===== src/rtl/acc_pkg.sv =====
// Shared types for the acc-demo trim path controller.
// State encodings and trim time width.
package acc_pkg;

  localparam int TRIM_TIME_W = 16;

  typedef enum logic [1:0] {
    ST_IDLE  = 2'd0,
    ST_ARM   = 2'd1,
    ST_RUN   = 2'd2,
    ST_DRAIN = 2'd3
  } state_t;

  function automatic logic scan_on(state_t s);
    return (s == ST_RUN) || (s == ST_DRAIN);
  endfunction

endpackage


===== src/rtl/acc_trim_cfg_ctrl_if.sv =====
// Host/trim-block signal bundle for acc_trim_cfg_ctrl.
// master drives the requests, slave is the controller.
interface acc_trim_cfg_ctrl_if
  import acc_pkg::*;
#(
  parameter int CNT_W = 16
) ();

  logic                   cfg_wr_i;
  logic [TRIM_TIME_W-1:0] cfg_pose_i;
  logic [TRIM_TIME_W-1:0] cfg_nege_i;
  logic                   scan_start_i;
  logic                   scan_stop_i;
  logic                   acc_demo_flag_i;
  logic                   acc_trim_flag_i;
  logic                   pmt_scan_en_o;
  logic [TRIM_TIME_W-1:0] trim_time_pose_o;
  logic [TRIM_TIME_W-1:0] trim_time_nege_o;
  logic                   cfg_pending_o;
  logic                   cfg_applied_o;
  logic [1:0]             state_o;
  logic [CNT_W-1:0]       pulse_cnt_o;
  logic [CNT_W-1:0]       miss_cnt_o;

  modport master (
    output cfg_wr_i, cfg_pose_i, cfg_nege_i,
    output scan_start_i, scan_stop_i,
    output acc_demo_flag_i, acc_trim_flag_i,
    input  pmt_scan_en_o, trim_time_pose_o,
    input  trim_time_nege_o, cfg_pending_o,
    input  cfg_applied_o, state_o,
    input  pulse_cnt_o, miss_cnt_o
  );

  modport slave (
    input  cfg_wr_i, cfg_pose_i, cfg_nege_i,
    input  scan_start_i, scan_stop_i,
    input  acc_demo_flag_i, acc_trim_flag_i,
    output pmt_scan_en_o, trim_time_pose_o,
    output trim_time_nege_o, cfg_pending_o,
    output cfg_applied_o, state_o,
    output pulse_cnt_o, miss_cnt_o
  );

endinterface


===== src/rtl/acc_sat_cnt.sv =====
// Saturating up-counter with synchronous clear.
// Holds at all-ones instead of wrapping.
module acc_sat_cnt #(
  parameter int W = 16
) (
  input  logic         clk_i,
  input  logic         rst_i,
  input  logic         clr_i,
  input  logic         inc_i,
  output logic [W-1:0] cnt_o
);

  always_ff @(posedge clk_i or posedge rst_i) begin
    if (rst_i) begin
      cnt_o <= '0;
    end else if (clr_i) begin
      cnt_o <= '0;
    end else if (inc_i && (cnt_o != {W{1'b1}})) begin
      cnt_o <= cnt_o + 1'b1;
    end
  end

endmodule


===== src/rtl/acc_trim_cfg_ctrl.sv =====
// Scan sequencer and shadowed trim-time scheduler.
// Config only lands while the flag path is quiet.
module acc_trim_cfg_ctrl
  import acc_pkg::*;
#(
  parameter int                     QUIET_CYC     = 4,
  parameter int                     DRAIN_TIMEOUT = 4096,
  parameter logic [TRIM_TIME_W-1:0] DEF_POSE      = 16'd0,
  parameter logic [TRIM_TIME_W-1:0] DEF_NEGE      = 16'd0,
  parameter int                     CNT_W         = 16
) (
  input  logic              clk_i,
  input  logic              rst_i,
  acc_trim_cfg_ctrl_if.slave bus
);

  localparam int QW = $clog2(QUIET_CYC + 1);
  localparam int DW = $clog2(DRAIN_TIMEOUT);

  state_t                 state_q, state_d;
  logic [QW-1:0]          quiet_q;
  logic [DW-1:0]          drain_q;
  logic                   flag_q, trim_q, seen_q;
  logic [TRIM_TIME_W-1:0] sh_pose_q, sh_nege_q;
  logic [TRIM_TIME_W-1:0] pose_q, nege_q;
  logic                   pending_q, applied_q;
  logic                   scan_en_q;

  logic quiet, idle_in, apply;
  logic flag_rise, flag_fall, trim_rise;
  logic cnt_clr, pulse_inc, miss_inc;

  assign idle_in   = !bus.acc_demo_flag_i && !bus.acc_trim_flag_i;
  assign quiet     = (quiet_q == QW'(QUIET_CYC));
  assign flag_rise = bus.acc_demo_flag_i && !flag_q;
  assign flag_fall = !bus.acc_demo_flag_i && flag_q;
  assign trim_rise = bus.acc_trim_flag_i && !trim_q;

  assign apply = pending_q && !bus.cfg_wr_i &&
                 ((state_q == ST_IDLE) || quiet);

  always_comb begin
    state_d = state_q;
    unique case (state_q)
      ST_IDLE: begin
        if (bus.scan_start_i && !bus.scan_stop_i)
          state_d = ST_ARM;
      end
      ST_ARM: begin
        if (bus.scan_stop_i)
          state_d = ST_IDLE;
        else if (quiet)
          state_d = ST_RUN;
      end
      ST_RUN: begin
        if (bus.scan_stop_i)
          state_d = ST_DRAIN;
      end
      ST_DRAIN: begin
        if (idle_in || (drain_q == DW'(DRAIN_TIMEOUT - 1)))
          state_d = ST_IDLE;
      end
      default: state_d = ST_IDLE;
    endcase
  end

  always_ff @(posedge clk_i or posedge rst_i) begin
    if (rst_i) begin
      state_q   <= ST_IDLE;
      scan_en_q <= 1'b0;
      quiet_q   <= '0;
      drain_q   <= '0;
    end else begin
      state_q   <= state_d;
      scan_en_q <= scan_on(state_d);
      if (!idle_in)
        quiet_q <= '0;
      else if (!quiet)
        quiet_q <= quiet_q + 1'b1;
      if (state_q != ST_DRAIN)
        drain_q <= '0;
      else
        drain_q <= drain_q + 1'b1;
    end
  end

  always_ff @(posedge clk_i or posedge rst_i) begin
    if (rst_i) begin
      sh_pose_q <= DEF_POSE;
      sh_nege_q <= DEF_NEGE;
      pose_q    <= DEF_POSE;
      nege_q    <= DEF_NEGE;
      pending_q <= 1'b0;
      applied_q <= 1'b0;
    end else begin
      applied_q <= apply;
      if (bus.cfg_wr_i) begin
        sh_pose_q <= bus.cfg_pose_i;
        sh_nege_q <= bus.cfg_nege_i;
        pending_q <= 1'b1;
      end else if (apply) begin
        pose_q    <= sh_pose_q;
        nege_q    <= sh_nege_q;
        pending_q <= 1'b0;
      end
    end
  end

  // seen: a trim rise happened since the current flag pulse began
  always_ff @(posedge clk_i or posedge rst_i) begin
    if (rst_i) begin
      flag_q <= 1'b0;
      trim_q <= 1'b0;
      seen_q <= 1'b0;
    end else begin
      flag_q <= bus.acc_demo_flag_i;
      trim_q <= bus.acc_trim_flag_i;
      if (flag_rise)
        seen_q <= trim_rise;
      else if (trim_rise)
        seen_q <= 1'b1;
    end
  end

  assign cnt_clr   = (state_q != ST_ARM) && (state_d == ST_ARM);
  assign pulse_inc = (state_q == ST_RUN) && flag_rise;
  assign miss_inc  = (state_q == ST_RUN) && flag_fall && !seen_q;

  acc_sat_cnt #(.W(CNT_W)) u_pulse_cnt (
    .clk_i (clk_i),
    .rst_i (rst_i),
    .clr_i (cnt_clr),
    .inc_i (pulse_inc),
    .cnt_o (bus.pulse_cnt_o)
  );

  acc_sat_cnt #(.W(CNT_W)) u_miss_cnt (
    .clk_i (clk_i),
    .rst_i (rst_i),
    .clr_i (cnt_clr),
    .inc_i (miss_inc),
    .cnt_o (bus.miss_cnt_o)
  );

  assign bus.pmt_scan_en_o    = scan_en_q;
  assign bus.trim_time_pose_o = pose_q;
  assign bus.trim_time_nege_o = nege_q;
  assign bus.cfg_pending_o    = pending_q;
  assign bus.cfg_applied_o    = applied_q;
  assign bus.state_o          = state_q;

endmodule


===== src/flat_wrapper.sv =====
// flat-port wrapper written by rule: the top's interface ports become plain ports
module acc_trim_cfg_ctrl_flat import acc_pkg::*;
#(
  parameter int                     QUIET_CYC     = 4,
  parameter int                     DRAIN_TIMEOUT = 4096,
  parameter logic [TRIM_TIME_W-1:0] DEF_POSE      = 16'd0,
  parameter logic [TRIM_TIME_W-1:0] DEF_NEGE      = 16'd0,
  parameter int                     CNT_W         = 16
)
  (clk_i, rst_i, bus_cfg_wr_i, bus_cfg_pose_i, bus_cfg_nege_i, bus_scan_start_i, bus_scan_stop_i, bus_acc_demo_flag_i, bus_acc_trim_flag_i, bus_pmt_scan_en_o, bus_trim_time_pose_o, bus_trim_time_nege_o, bus_cfg_pending_o, bus_cfg_applied_o, bus_state_o, bus_pulse_cnt_o, bus_miss_cnt_o);
  acc_trim_cfg_ctrl_if #(.CNT_W(CNT_W)) bus_i ();
  input  logic clk_i;
  input  logic rst_i;
  input wire logic [$bits(bus_i.cfg_wr_i)-1:0] bus_cfg_wr_i;
  input wire logic [$bits(bus_i.cfg_pose_i)-1:0] bus_cfg_pose_i;
  input wire logic [$bits(bus_i.cfg_nege_i)-1:0] bus_cfg_nege_i;
  input wire logic [$bits(bus_i.scan_start_i)-1:0] bus_scan_start_i;
  input wire logic [$bits(bus_i.scan_stop_i)-1:0] bus_scan_stop_i;
  input wire logic [$bits(bus_i.acc_demo_flag_i)-1:0] bus_acc_demo_flag_i;
  input wire logic [$bits(bus_i.acc_trim_flag_i)-1:0] bus_acc_trim_flag_i;
  output wire logic [$bits(bus_i.pmt_scan_en_o)-1:0] bus_pmt_scan_en_o;
  output wire logic [$bits(bus_i.trim_time_pose_o)-1:0] bus_trim_time_pose_o;
  output wire logic [$bits(bus_i.trim_time_nege_o)-1:0] bus_trim_time_nege_o;
  output wire logic [$bits(bus_i.cfg_pending_o)-1:0] bus_cfg_pending_o;
  output wire logic [$bits(bus_i.cfg_applied_o)-1:0] bus_cfg_applied_o;
  output wire logic [$bits(bus_i.state_o)-1:0] bus_state_o;
  output wire logic [$bits(bus_i.pulse_cnt_o)-1:0] bus_pulse_cnt_o;
  output wire logic [$bits(bus_i.miss_cnt_o)-1:0] bus_miss_cnt_o;
  assign bus_i.cfg_wr_i = bus_cfg_wr_i;
  assign bus_i.cfg_pose_i = bus_cfg_pose_i;
  assign bus_i.cfg_nege_i = bus_cfg_nege_i;
  assign bus_i.scan_start_i = bus_scan_start_i;
  assign bus_i.scan_stop_i = bus_scan_stop_i;
  assign bus_i.acc_demo_flag_i = bus_acc_demo_flag_i;
  assign bus_i.acc_trim_flag_i = bus_acc_trim_flag_i;
  assign bus_pmt_scan_en_o = bus_i.pmt_scan_en_o;
  assign bus_trim_time_pose_o = bus_i.trim_time_pose_o;
  assign bus_trim_time_nege_o = bus_i.trim_time_nege_o;
  assign bus_cfg_pending_o = bus_i.cfg_pending_o;
  assign bus_cfg_applied_o = bus_i.cfg_applied_o;
  assign bus_state_o = bus_i.state_o;
  assign bus_pulse_cnt_o = bus_i.pulse_cnt_o;
  assign bus_miss_cnt_o = bus_i.miss_cnt_o;
  acc_trim_cfg_ctrl #(.QUIET_CYC(QUIET_CYC), .DRAIN_TIMEOUT(DRAIN_TIMEOUT), .DEF_POSE(DEF_POSE), .DEF_NEGE(DEF_NEGE), .CNT_W(CNT_W)) u_core (.clk_i(clk_i), .rst_i(rst_i), .bus(bus_i));
endmodule

===== config.mk =====
export PLATFORM = sky130hd
export DESIGN_NAME = acc_trim_cfg_ctrl_flat
export DESIGN_NICKNAME = d
export VERILOG_FILES = /design/src/rtl/acc_pkg.sv /design/src/rtl/acc_trim_cfg_ctrl_if.sv /design/src/rtl/acc_sat_cnt.sv /design/src/rtl/acc_trim_cfg_ctrl.sv /design/src/flat_wrapper.sv
export SDC_FILE = /design/constraint.sdc
export NUM_CORES = 1
export LEC_CHECK = 0
export ABC_AREA = 1
export BUFFER_PORTS_ARGS = -buffer_cell sky130_fd_sc_hd__buf_2
export CORE_MARGIN = 3
export CORE_UTILIZATION = 33
export CTS_CLUSTER_DIAMETER = 80
export DETAILED_ROUTE_END_ITERATION = 8
export REMOVE_ABC_BUFFERS = 1
export SYNTH_ARGS = -nofsm -noshare
export SYNTH_HDL_FRONTEND = slang
export SYNTH_SLANG_ARGS = --single-unit

===== constraint.sdc =====
create_clock -name clk_i -period 3.9 [get_ports clk_i]
set_clock_uncertainty 0.05 [all_clocks]
set_input_delay 0.78 -clock clk_i [delete_from_list [all_inputs] [get_ports clk_i]]
set_output_delay 0.78 -clock clk_i [all_outputs]
set_load 0.03 [all_outputs]

==> results of run 1 <==
-- state kept, by name, indices dropped and copies added, names as in the netlist --
register and flops:
u_core.u_miss_cnt.cnt_o 16, u_core.bus.cfg_applied_o 1, u_core.sh_pose_q 16, u_core.sh_nege_q 16, u_core.bus.state_o 2, u_core.bus.cfg_pending_o 1
u_core.bus.trim_time_nege_o 16, u_core.quiet_q 3, u_core.drain_q 12, u_core.seen_q 1, u_core.bus.pmt_scan_en_o 1, u_core.flag_q 1
u_core.u_pulse_cnt.cnt_o 16, u_core.bus.trim_time_pose_o 16, u_core.trim_q 1
-- critical path: stages (launching register included) --
cell	delay, ns
dfrtp_1	0.38
inv_1	0.09
ha_1	0.17
nand2_1	0.11
inv_1	0.11
nor2_1	0.06
nor2_1	0.14
nand2_2	0.59
o21ai_0	0.42
-- cells by family after synthesis --
group	after synthesis	synth area share
buffers and inverters	88	0.0653
flip-flops	119	0.548
AND/OR/NAND/NOR	318	0.254
AO/OA/AOI/OAI	103	0.0994
XOR/XNOR	14	0.0225
adder cells (fa/ha/maj)	5	0.0115
-- per-layer routing --
metal | share of wire | vias to the layer above | routed length [um]
met5 | 0.0021 | - | 27
met4 | 0.012 | 4 | 158
met3 | 0.077 | 20 | 983
met2 | 0.44 | 106 | 5590
met1 | 0.47 | 2094 | 5950
li1 | - | 2307 | -
-- report_power, final --
part           internal, mW  switching (mW)  leakage [nW]  total (mW)
Sequential             1.45           0.118          1.55        1.56
Combinational         0.245           0.692          1.60       0.936
Clock                 0.964           0.588         0.288        1.55
-- cells in the final DEF (no fill, tap or decap), types with 4 or more instances in the layout --
cell       instances
a21oi_1           10
buf_2            107
buf_4              4
clkbuf_16         17
clkinv_4           5
dfrtp_1          119
ha_1               5
inv_1             64
nand2_1          196
nand3_1           23
nand4_1           26
nor2_1            53
nor2_2             5
o21ai_0           71
o21ai_1           10
o21bai_1           6
xor2_1            14
-- cell usage after synthesis (3+ instances only) --
cell | count | area share
nand2_1 | 197 | 0.14
dfrtp_1 | 119 | 0.55
o21ai_0 | 71 | 0.065
inv_1 | 65 | 0.045
nor2_1 | 53 | 0.037
nand4_1 | 26 | 0.030
nand3_1 | 23 | 0.021
xor2_1 | 14 | 0.023
a21oi_1 | 10 | 0.0092
o21ai_1 | 10 | 0.0092
clkbuf_1 | 9 | 0.0062
buf_2 | 8 | 0.0074
o21bai_1 | 6 | 0.0083
ha_1 | 5 | 0.012
nor2_2 | 5 | 0.0058
a31oi_1 | 3 | 0.0035
inv_2 | 3 | 0.0021
nand3_2 | 3 | 0.0055
nor2_4 | 3 | 0.0062
-- final cells by class --
| type | instances | area, um^2 | share of cell area |
|---|---|---|---|
| Timing Repair Buffer | 111 | 566 | 0.0835 |
| Clock inverter | 13 | 148 | 0.0218 |
| Inverter | 68 | 258 | 0.0381 |
| Sequential cell | 119 | 2980 | 0.440 |
| Clock buffer | 19 | 443 | 0.0654 |
| Multi-Input combinational cell | 440 | 2110 | 0.311 |
| Tap cell | 216 | 270 | 0.0399 |
-- final timing paths --
check / cells after the start / end
max in group asynchronous: 3 / u_core.sh_nege_q[15]$_DFFE_PP0P_
setup / recovery: 8 / u_core.bus.trim_time_pose_o[3]$_DFFE_PP0P_
min in group asynchronous: 2 / u_core.u_miss_cnt.cnt_o[11]$_DFFE_PP0P_
setup reg to reg: 8 / u_core.bus.trim_time_pose_o[3]$_DFFE_PP0P_
hold / removal: 1 / u_core.seen_q$_DFFE_PP0P_
hold reg to reg: 1 / u_core.seen_q$_DFFE_PP0P_
==> flow_summary.json, run 1 <==
{
  "async_reset_ff_frac": 1.00,
  "fin_nets": 801,
  "insertion_delay_ns": 0.42,
  "synth_edf_count": 0,
  "synth_cells": 647,
  "clk_pin_slew_worst_paths_ns": 0.06,
  "outcome": "finished clean",
  "finalCoreUtilization": 0.423,
  "dp_hpwl_mm": 8.55,
  "track_usage": 0.150,
  "grt_pass1_wl_mm": 21.8,
  "dpl_cell_area_um2": 6180,
  "hold_buffers": 0,
  "synth_ff_type": "dfrtp_1",
  "seq_area_frac_synth": 0.548,
  "cts_setup_buffers": 0,
  "synth_area_per_cell_um2": 8.40,
  "vias": 4531,
  "portBuffers": 107,
  "routabilityCongestion": 0.827,
  "r2r-start": "u_core.quiet_q[0]$_DFFE_PP0P_",
  "die_h_um": 134,
  "vias_per_cell": 4.60,
  "drv_slew": 0,
  "fin_total_pwr_mw": 4.05,
  "wl_mm": 12.7,
  "met1_usage": 0.203,
  "initialDrtViolationCount": 319,
  "initial_core_util": 0.340,
  "tns_ns": 0,
  "worstPathMaxFanout": 65,
  "instances_no_fill": 986,
  "grt_setup_unrepaired": "no",
  "use_met3": 0.0709,
  "pre_cts_slack_ns": 1.44,
  "tritoncts": "yes",
  "dr.pass1.iters": 5,
  "max_slew.worst_pin.slew_ns": 1.07,
  "crit_type": "flip-flop to flip-flop",
  "yosysWarnings": 0,
  "stdcell_area_um2": 6770,
  "gr-usage-met2": 0.214,
  "drive_above_1_share": 0.213,
  "antenna_found_initial": 2,
  "io_pins": 108,
  "wl_per_cell_um": 12.9,
  "cp-startpoint": "u_core.quiet_q[0]$_DFFE_PP0P_",
  "grt_max_degree": 68,
  "overflow": 0,
  "num_antenna_cells": 0,
  "critPathLaunchType": "flip-flop",
  "row_count": 46,
  "cts_buffers": 17,
  "place_inst": 954,
  "power.leakage_nw": 3.44,
  "cp.arrival_ns": 2.54,
  "cts_max_level": 4,
  "slew_headroom": 0.285,
  "drc": 0,
  "holdCritStartpoint": "u_core.trim_q$_DFF_PP0_",
  "cap_violations": 0,
  "cts_buffer_depth": 2,
  "antenna_left": 0,
  "hp-class": "flip-flop to flip-flop",
  "fin_crit_ns": 2.28,
  "ctsResizeCount": 0,
  "fin_ws_ns": 1.62,
  "fmax_mhz": 439,
  "die_x_um": 134,
  "whs_ns": 0.390,
  "busiest_layer": "met2",
  "required_ns": 4.16,
  "final_hold_viol_count": 0,
  "die_area_um2": 18100,
  "final-setup-viol-count": 0,
  "vdd_drop_max_uv": 364,
  "end_kind": "flip-flop",
  "syn-cell-area_um2": 5440,
  "ff2ff_setup_slack_ns": 1.62,
  "design.core.area_um2": 16000,
  "area_growth_syn_to_layout_pct": 24.5,
  "grt_pass1_vias": 4366,
  "clkSinkCount": 119,
  "min_period_over_period": 0.584,
  "ys_ff_latch": 119,
  "ctsRootBufferMaster": "clkbuf_16",
  "ys_types": 29,
  "n_fill_cell": 1627,
  "p_per_area_nw_per_um2": 599
}
Power figures use the tool's default switching activity.
==> run 2: changes to the inputs <==
Settings changed: ABC_AREA 1 to 0.
Clock period 3.9 ns to 2.4 ns, I/O delays scaled along.
==> run 2 against run 1 <==
Against the previous run:
- synthesized cell count is 33% lower
- total power is 82% higher
- first-iteration DRC count is 48% lower
- flip-flop and latch count stayed put
- largest cell class unchanged
- global-route usage is 0.59 points lower
- critical path type unchanged
==> flow_summary.json, run 2 <==
{
  "wl_mm": 12.2,
  "routabilityCongestion": 0.849,
  "cts_max_level": 4,
  "p_sw_mw": 2.42,
  "vias_per_cell": 5.01,
  "die_area_um2": 18000,
  "tns_ns": 0,
  "power.leakage_nw": 3.18,
  "cts_buffer_depth": 2,
  "power_frac_comb": 0.281,
  "area_growth_syn_to_layout_pct": 25.6,
  "grt_setup_unrepaired": "no",
  "grt_pass1_vias": 4045,
  "slew_headroom": 0.494,
  "crit_type": "flip-flop to flip-flop",
  "synth_area_per_cell_um2": 12.4,
  "synth_ff_type": "dfrtp_1",
  "dr.pass1.iters": 4,
  "initial_core_util": 0.339,
  "final-setup-viol-count": 0,
  "dp_hpwl_mm": 8.45,
  "synth_largest_area_cell": "dfrtp_1",
  "synth_top_area_share": 0.550,
  "final_hold_viol_count": 0,
  "required_ns": 2.64,
  "wl_per_cell_um": 15.7,
  "fin_crit_ns": 2.10,
  "ctsRootBufferMaster": "clkbuf_16",
  "grt_max_degree": 64,
  "clockPowerShare": 0.354,
  "syn-cell-area_um2": 5410,
  "overflow": 0,
  "die_x_um": 134,
  "end_kind": "flip-flop",
  "io_pins": 108,
  "portBuffers": 107,
  "cap_violations": 0,
  "place_inst": 747,
  "seq_area_frac_synth": 0.550,
  "clk_pin_slew_worst_paths_ns": 0.05,
  "initialDrtViolationCount": 166,
  "vdd_drop_max_uv": 630,
  "insertion_delay_ns": 0.41,
  "design.core.area_um2": 15900,
  "min_period_over_period": 0.875,
  "vias": 3905,
  "antenna_left": 0,
  "ys_types": 49,
  "row_count": 46,
  "cts_buffers": 17,
  "drv_slew": 0,
  "pre_cts_slack_ns": 0.290,
  "drive_above_1_share": 0.387,
  "synth_edf_count": 0,
  "drc": 0,
  "yosysWarnings": 0,
  "p_sw_frac": 0.329,
  "track_usage": 0.144,
  "n_fill_cell": 1522,
  "num_antenna_cells": 0,
  "synth_cells": 435,
  "final_cell_mix": "dfrtp_1 (119), buf_2 (107), mux2_2 (35), mux2_4 (29), nand2_1 (23)",
  "outcome": "finished clean",
  "grt_pass1_wl_mm": 20.5,
  "p_per_area_nw_per_um2": 1080,
  "async_reset_ff_frac": 1.00,
  "antenna_found_initial": 1,
  "die_h_um": 134,
  "tritoncts": "yes",
  "synth_common_cells": "dfrtp_1 (119), mux2_2 (35), mux2_4 (29), nand2_1 (23), a21oi_1 (20)",
  "instances_no_fill": 780,
  "fin_nets": 595,
  "critPathLaunchType": "flip-flop",
  "fmax_mhz": 476,
  "yosys.cell_count.top_type": "dfrtp_1",
  "seq_power_share": 0.364,
  "synth.area.top_cells": "dfrtp_1 (55%), mux2_4 (8.0%), mux2_2 (7.3%)",
  "fin_ws_ns": 0.301,
  "finalCoreUtilization": 0.426,
  "ys_ff_latch": 119,
  "hp-class": "primary input to flip-flop",
  "max_slew.worst_pin.slew_ns": 0.753,
  "clkSinkCount": 119,
  "worstPathMaxFanout": 33,
  "p_int_mw": 4.94,
  "layout_commonest_cell": "dfrtp_1",
  "cp.arrival_ns": 2.34
}
-- run 2: cell count changes after synthesis, sizes merged, moves of 9 or more --
| cell | delta |
|---|---|
| nor3 | +9 |
| mux2 | +64 |
| or4 | +9 |
| o21ai | -65 |
| or3 | +9 |
| nor2 | -43 |
| nand2 | -175 |
| a21oi | +10 |
| nand4 | -12 |
| o31ai | +10 |
| inv | -59 |
-- run 2: metal layers --
metal  GRT usage  wire [um]  up-vias
li1            -          -     1837
met1       0.178       5380     1922
met2       0.220       5640      125
met3      0.0649       1020       19
met4      0.0588        168        2
met5           0         13        -
-- run 2: per-stage QoR --
stage | cell area [um^2] | hold WS (ns) | power, mW
floorplan | 5270 | 0.350 | 4.15
global placement | 6170 | 0.355 | 4.76
detailed placement | 6170 | 0.363 | 4.79
CTS | 6800 | 0.182 | 7.45
global route | 6800 | 0.180 | 7.71
finish | 6800 | 0.196 | 7.36
-- run 2: final cells by class --
type,count,area (um^2),area share
flip-flops and latches,119,2980,0.438
multi-input cells,289,2260,0.333
repair buffers,115,636,0.0935
clock buffers,18,439,0.0646
well taps,216,270,0.0398
clock inverters,14,175,0.0258
inverters,9,36.3,0.00534
-- run 2: path summary, 6_finish.rpt --
kind | cells past startpoint | slack (ns) | start | to
worst max-delay path | 7 | 0.30 | u_core.quiet_q[0]$_DFFE_PP0P_ | u_core.bus.trim_time_pose_o[10]$_DFFE_PP0P_
worst min register to register | 1 | 0.37 | u_core.trim_q$_DFF_PP0_ | u_core.seen_q$_DFFE_PP0P_
min in group asynchronous | 3 | 0.53 | rst_i | u_core.bus.trim_time_nege_o[0]$_DFFE_PP0P_
worst min-delay path | 1 | 0.20 | bus_acc_trim_flag_i | u_core.trim_q$_DFF_PP0_
worst max register to register | 7 | 0.30 | u_core.quiet_q[0]$_DFFE_PP0P_ | u_core.bus.trim_time_pose_o[10]$_DFFE_PP0P_
max in group asynchronous | 4 | 1.14 | rst_i | u_core.sh_nege_q[15]$_DFFE_PP0P_
-- run 2: worst max-delay path, stage by stage (launching register included) --
cell	delay, ns
dfrtp_1	0.40
inv_1	0.07
ha_1	0.20
nand2_2	0.11
o21a_1	0.14
or3b_2	0.47
buf_12	0.21
mux2_4	0.32
-- run 2: power groups by stage --
stage / clock network [mW] / logic [mW] / registers, mW
3_3_place_gp: 0 / 2.06 / 2.70
4_1_cts: 2.67 / 2.10 / 2.68
3_5_place_dp: 0 / 2.11 / 2.69
2_1_floorplan: 0 / 0.845 / 3.31
6_report: 2.61 / 2.07 / 2.68
5_1_grt: 2.77 / 2.20 / 2.74
-- run 2: timing repair --
item,in CTS,in global routing
hold buffers,1,0
endpoints found under the hold margin,19,0
gates resized for setup,0,0
buffers inserted,0,0
-- run 2: cell families (layout without fill, tap and decap cells) --
group / Yosys count / count (layout) / share of synthesized area
buffers and inverters: 27 / 156 / 0.0328
muxes: 72 / 72 / 0.168
AOI/OAI and AO/OA: 57 / 57 / 0.0629
xor gates and xnor gates: 11 / 11 / 0.0178
and+or+nand+nor: 144 / 144 / 0.156
adders and majority gates: 5 / 5 / 0.0116
DFF: 119 / 119 / 0.550
